<file path="src/rtl/ucsbece154a_rf_pkg.sv">
// Shared widths, register/port constants for the register-file writeback arbiter.
package ucsbece154a_rf_pkg;
  localparam int REG_W  = 5;
  localparam int DATA_W = 32;
  localparam int NREG   = 1 << REG_W;

  localparam logic [REG_W-1:0] ZERO_REG = 5'd0;

  localparam logic PORT_WB = 1'b0;
  localparam logic PORT_MC = 1'b1;
endpackage

</file>
<file path="src/rtl/ucsbece154a_rf_scoreboard.sv">
// Pending-write scoreboard: one busy bit per register owed a result by the multicycle unit.
module ucsbece154a_rf_scoreboard
  import ucsbece154a_rf_pkg::*;
(
  input  logic              clk,
  input  logic              rst_n_i,
  input  logic              alloc_i,
  input  logic [REG_W-1:0]  alloc_rd_i,
  input  logic              clr_i,
  input  logic [REG_W-1:0]  clr_rd_i,
  output logic [NREG-1:0]   busy_o,
  output logic              err_o
);

  logic            set_en;
  logic [NREG-1:0] set_mask;
  logic [NREG-1:0] clr_mask;
  logic [NREG-1:0] busy_d;

  // Set is applied after clear so a same-register collision leaves the bit set.
  always_comb begin
    set_en   = alloc_i && (alloc_rd_i != ZERO_REG);
    set_mask = '0;
    clr_mask = '0;
    if (set_en)
      set_mask[alloc_rd_i] = 1'b1;
    if (clr_i)
      clr_mask[clr_rd_i] = 1'b1;
    busy_d    = (busy_o & ~clr_mask) | set_mask;
    busy_d[0] = 1'b0;
  end

  always_ff @(posedge clk or negedge rst_n_i) begin
    if (!rst_n_i) begin
      busy_o <= '0;
      err_o  <= 1'b0;
    end else begin
      busy_o <= busy_d;
      if (set_en && busy_o[alloc_rd_i])
        err_o <= 1'b1;
    end
  end

endmodule

</file>
<file path="src/rtl/ucsbece154a_rf_wb_arbiter.sv">
// Arbitrates the register file's single write port between the writeback stage
// and the multicycle unit, and tracks registers still owed a multicycle result.
module ucsbece154a_rf_wb_arbiter
  import ucsbece154a_rf_pkg::*;
#(
  parameter int RR_EN      = 1,
  parameter int STARVE_MAX = 4
) (
  input  logic              clk,
  input  logic              rst_n_i,
  input  logic              wb0_valid_i,
  output logic              wb0_ready_o,
  input  logic [REG_W-1:0]  wb0_rd_i,
  input  logic [DATA_W-1:0] wb0_data_i,
  input  logic              wb1_valid_i,
  output logic              wb1_ready_o,
  input  logic [REG_W-1:0]  wb1_rd_i,
  input  logic [DATA_W-1:0] wb1_data_i,
  input  logic              alloc_i,
  input  logic [REG_W-1:0]  alloc_rd_i,
  output logic [NREG-1:0]   busy_o,
  output logic              err_o,
  output logic              rf_we3_o,
  output logic [REG_W-1:0]  rf_a3_o,
  output logic [DATA_W-1:0] rf_wd3_o
);

  localparam int CNT_W = (STARVE_MAX < 1) ? 1 : $clog2(STARVE_MAX + 1);
  localparam logic [CNT_W-1:0] STARVE_LIM = CNT_W'(STARVE_MAX);

  logic              last_grant;
  logic [CNT_W-1:0]  starve_cnt;
  logic              src_p1;
  logic              pick_mc;
  logic              gnt0;
  logic              gnt1;
  logic              xfer;
  logic [REG_W-1:0]  sel_rd;
  logic [DATA_W-1:0] sel_data;

  always_comb begin
    pick_mc = wb1_valid_i;
    if (wb0_valid_i && wb1_valid_i)
      pick_mc = (RR_EN != 0) ? (last_grant == PORT_WB) : (starve_cnt == STARVE_LIM);
    gnt0     = rst_n_i && wb0_valid_i && !pick_mc;
    gnt1     = rst_n_i && wb1_valid_i && pick_mc;
    xfer     = gnt0 || gnt1;
    sel_rd   = gnt1 ? wb1_rd_i   : wb0_rd_i;
    sel_data = gnt1 ? wb1_data_i : wb0_data_i;
  end

  assign wb0_ready_o = gnt0;
  assign wb1_ready_o = gnt1;

  // Stage p1: registered register-file write request plus its source port.
  always_ff @(posedge clk or negedge rst_n_i) begin
    if (!rst_n_i) begin
      last_grant <= PORT_MC;
      starve_cnt <= '0;
      src_p1     <= PORT_WB;
      rf_we3_o   <= 1'b0;
      rf_a3_o    <= '0;
      rf_wd3_o   <= '0;
    end else begin
      if (xfer)
        last_grant <= gnt1 ? PORT_MC : PORT_WB;
      if (!wb1_valid_i || gnt1)
        starve_cnt <= '0;
      else if (starve_cnt != STARVE_LIM)
        starve_cnt <= starve_cnt + 1'b1;
      rf_we3_o <= xfer && (sel_rd != ZERO_REG);
      src_p1   <= gnt1 ? PORT_MC : PORT_WB;
      if (xfer) begin
        rf_a3_o  <= sel_rd;
        rf_wd3_o <= sel_data;
      end
    end
  end

  ucsbece154a_rf_scoreboard u_scoreboard (
    .clk        (clk),
    .rst_n_i    (rst_n_i),
    .alloc_i    (alloc_i),
    .alloc_rd_i (alloc_rd_i),
    .clr_i      (rf_we3_o && (src_p1 == PORT_MC)),
    .clr_rd_i   (rf_a3_o),
    .busy_o     (busy_o),
    .err_o      (err_o)
  );

endmodule
</file>
<file path="config.mk">
export PLATFORM = sky130hd
export DESIGN_NAME = ucsbece154a_rf_wb_arbiter
export DESIGN_NICKNAME = d
export VERILOG_FILES = /design/src/rtl/ucsbece154a_rf_pkg.sv /design/src/rtl/ucsbece154a_rf_scoreboard.sv /design/src/rtl/ucsbece154a_rf_wb_arbiter.sv
export SDC_FILE = /design/constraint.sdc
export NUM_CORES = 1
export LEC_CHECK = 0
export CAP_MARGIN = 20
export CORE_MARGIN = 5
export CORE_UTILIZATION = 45
export CTS_CLUSTER_DIAMETER = 150
export DETAILED_ROUTE_END_ITERATION = 10
export GPL_TIMING_DRIVEN = 0
export PLACE_DENSITY = 0.86
export SETUP_SLACK_MARGIN = 0.02
export SLEW_MARGIN = 20
export SYNTH_ARGS = -nofsm -noshare
export SYNTH_HDL_FRONTEND = slang
export SYNTH_SLANG_ARGS = --single-unit
export TNS_END_PERCENT = 10
</file>
<file path="constraint.sdc">
create_clock -name clk -period 3.1 [get_ports clk]
set_input_delay 0.775 -clock clk [delete_from_list [all_inputs] [get_ports clk]]
set_output_delay 0.775 -clock clk [all_outputs]
set_load 0.1 [all_outputs]
</file>
==> reports/results.txt <==
The worst register-to-register path begins at last_grant. STA puts the critical path data required time at 2320 ps. The tools report the reported net switching power as 1.90 mW. The run finished with clean final reports. The later pin in the worst-skew pair is clocked with a latency of 350 ps. The final hold violation count is 0. The clock tree synthesis step divided the H-tree into 3 levels. The worst setup path is captured at a primary output. Of the total synthesized cell area, the portion taken by XOR and XNOR cells is 0%. The number of logic stages on the critical path including buffering is 6, and the final instance area is 5400 um2. The die outline height was 97.2 um. A synthesized cell averages 9.18 um2.

Routability-driven placement finished with a final weighted congestion of 0.962. Counting every sink on the clock net gives 72. Together, buffers and inverters on the worst path number 5. The tools report the category of the worst setup path launch point as a primary input. After global routing the overflow that remains totals 0. The die covers 9450 um2. In this run switching power makes up 47.1% of total power. Clock-pin slew reported for the worst setup and hold paths after clock tree synthesis: 80 ps. For the half-perimeter wire length after detailed placement, the log shows 9020 um. The logs give 0 for the number of max-slew violations in the final report and 46.9% for the share of power burned in combinational logic. The number of nets in the synthesized netlist was 457; the number of nets with antenna violations after routing was 0. The area fraction in compound gates after synthesis is 19.5%, and the post-route clock period utilization is 96.0%. The number of antenna violations at the first check in global routing was 0.

Number of post-CTS setup repair buffers: 0. For the floorplan row count, the log shows 31. Using the TritonRoute via totals, the vias-per-cell ratio works out to 5.85. The tools report the number of global-route vias before repair as 3902. The first global-routing pass estimated 19600 um of wire. Entering global routing, the biggest net connects 29 pins. For the pin with the worst max-slew slack, the measured transition is 1020 ps. By instance count, the cell type seen most on the critical path is sky130_fd_sc_hd__inv_1. The power per cell area was 748 nW/um2; the flop and latch count out of synthesis was 72. Library cell contributing the largest single delay on the critical path: sky130_fd_sc_hd__clkdlybuf4s50_1. The global router's overall resource usage is 25.7%, and the total of endpoints with negative setup slack in the final report is 0. Counting cells, the worst reg-to-reg path comes to 5. For this block, the routed nets add up to 12200 um of wire.

The internal power of the cells totals 2.14 mW. The worst path in the final design needs a cycle of 2970 ps, including I/O delays and setup. The multiplexer share of the synthesized area is 4.60%. The maximum cell stage delay along the critical path was 510 ps. For the peak clock frequency supported by timing, the log shows 336 MHz. The maximum number of buffers from clock root to sink was 2; the sequential group share of total power was 29.6%. The share of power burned in the clock network was 23.5%; the layout-stage area growth over the synthesis result was 57.7%. Across the routed clock network, the largest skew measured is 9.96 ps. During placement, the flow inserted port buffers numbering 154. The die is 97.2 um wide.

Grouping stages by cell kind, the critical path spends the most delay in buffers and inverters. Across the VDD grid, the largest voltage drop is 0.402 mV. Walking the worst path, the cells encountered are clkdlybuf4s50_1 > inv_1 > o21ai_1 > buf_2 > inv_1 > buf_4.

Along the worst path, the maximum fanout reaches 10. The post-synthesis adder-cell area fraction is 0%. Including well taps, the total number of placed cells is 627.

After floorplanning, the core was sized to cover 7330 um2. The most critical setup path has its endpoint at wb0_ready_o. The share of final-layout standard cells stronger than drive strength 1 is 6.80%. After Yosys synthesis, and, or, nand and nor cells account for 19.1% of the synthesized area.

For the count of yosys warnings during synthesis, the log shows 0. The total power is 4.04 mW. The tools report the post-synthesis sequential area ratio as 52.6%.

The start point of the critical path was wb1_valid_i. The tools report the worst endpoint data arrival time as 2200 ps. For flop-to-flop paths, the worst setup slack is 1470 ps.

Across the run, the number of max-cap violations was 0. The run gives 2.12 nW as the reported leakage power. The instance count of the mapped netlist was 373. In this run, CTS created clock tree buffers numbering 9. The logs give 623 for the net total in the final layout and 5 for the number of detailed-routing iterations run before antenna repair. The final non-filler cell total is 643.

The number of distinct standard cells referenced by the synthesized netlist is 41. TritonCTS built the clock tree. The tools report the number of DRC violations after detailed routing as 0. Class of the worst hold path: in -> async. For the violation count after the first detailed-route iteration, the log shows 229.

Summing every instance area after synthesis gives 3420 um2. Pin placement for this block handled 157 I/O pins. After detailed routing, the average wire length per cell comes to 18.9 um. Across all layers, the routed design uses 3763 vias. The initial core utilization is 46.7%, and the post-placement cell area is 5110 um2.

The worst relative slew slack is 31.9%. The utilization after layout was 73.6%; the worst hold margin was 264 ps. In this run the critical register-to-register path is captured at rf_wd3_o[8].

The combinational family with the most area after synthesis is compound AO/OA/AOI/OAI gates. The setup path with the least slack is of type in -> out. The tools report the clock root buffer master as sky130_fd_sc_hd__clkbuf_8. The antenna cell count is 0. Setup repair after global routing left no endpoint under its margin.
-- sequential cells by signal, summed over array words and instances (netlist names) --
signal,cells
rf_we3_o,1
last_grant,1
rf_wd3_o,32
u_scoreboard.busy_o,31
u_scoreboard.err_o,1
src_p1,1
rf_a3_o,5
-- how the worst min path moves through the flow --
stage / cells past startpoint / slack [ps] / to / from
finish: 1 / 260 / u_scoreboard.busy_o[2] / rst_n_i
global route: 1 / 270 / u_scoreboard.busy_o[1] / rst_n_i
CTS: 1 / 310 / u_scoreboard.busy_o[2] / rst_n_i
detailed placement: 2 / 470 / last_grant / last_grant
global placement: 2 / 460 / last_grant / last_grant
floorplan: 2 / 450 / last_grant / last_grant
-- through the flow --
step | TNS [ps] | setup slack, ps
finish | 0 | 125
global route | 0 | 65.2
CTS | 0 | 57.5
detailed placement | -1790 | -963
global placement | -179100 | -3860
floorplan | 0 | 543
-- cell usage in the layout (no fill, tap or decap), drive strengths merged, types with 2 or more instances in the layout --
master,netlist,final
clkdlybuf4s50,0,151
dfrtp,71,71
o21ai,68,68
nand2,60,60
nor2,51,51
a31oi,26,26
clkbuf,9,20
buf,15,18
o32ai,13,13
nand3b,9,9
mux2i,9,9
or3,4,4
nand3,4,4
inv,4,4
or3b,3,3
nor3,3,3
bufinv,0,3
nand4,2,2
or4,2,2
mux2,2,2
mux4,2,2
-- cells by family (layout without fill, tap and decap cells) --
logic type	count (synthesis)	count (layout)
and+or+nand+nor	145	145
AOI/OAI and AO/OA	114	114
DFF	72	72
buffers and inverters	28	199
muxes	13	13
other	1	1
-- Yosys cell counts (all sizes together) --
master  number  area share [%]
mux2i        9             2.6
a211oi       1            0.22
o311ai       1            0.26
mux4         2             1.3
nor4b        1            0.26
o32ai       13             3.3
or3          4            0.73
conb         1            0.11
nand3        4            0.73
mux2         2            0.66
nor3         3            0.44
o21ai       68             9.9
and3         1            0.18
o22ai        1            0.18
nor3b        1            0.22
nand2       60             6.6
dfstp        1            0.77
buf         15             2.6
nand4        2            0.37
o211ai       1            0.22
inv          4            0.44
clkbuf       9            0.99
nand4b       1            0.26
nor2        51             5.6
a31oi       26             4.7
or4          2            0.44
o31a         1            0.26
nand2b       1            0.18
or3b         3            0.77
nand3b       9             2.0
nor2b        1            0.18
o22a         1            0.26
a21oi        1            0.15
and2         1            0.18
dfrtp       71              52
-- timing repair --
item                       in CTS  in global routing
resized for setup              13                  1
setup endpoints to repair       2                  2
cloned                          1                  0
hold endpoints to repair        0                  0
hold buffers                    0                  0
-- layer usage --
metal | GRT usage, % | vias up | share of wire, %
li1 | - | 1667 | -
met1 | 28.7 | 1841 | 36
met2 | 43.8 | 230 | 49
met3 | 10.1 | 25 | 13
met4 | 10.2 | 0 | 1.9
met5 | 0 | - | 0
-- power groups by stage --
| stage | registers (mW) | logic (mW) | clock network (mW) |
|---|---|---|---|
| after floorplan | 2.26 | 0.274 | 0 |
| after global placement | 1.20 | 1.86 | 0 |
| after detailed placement | 1.21 | 1.88 | 0 |
| after CTS | 1.19 | 1.90 | 0.955 |
| after global routing | 1.22 | 1.96 | 0.993 |
| final | 1.20 | 1.90 | 0.949 |
-- final cells by class --
| type | instances | area, um2 |
|---|---|---|
| fill | 504 | 1930 |
| tap | 99 | 124 |
| multi-input combinational | 273 | 1480 |
| timing repair buffer | 156 | 1600 |
| inverter | 4 | 15.0 |
| buffer | 23 | 118 |
| sequential | 72 | 1800 |
| clock inverter | 5 | 103 |
| clock buffer | 11 | 151 |
Power figures use the tool's default switching activity.
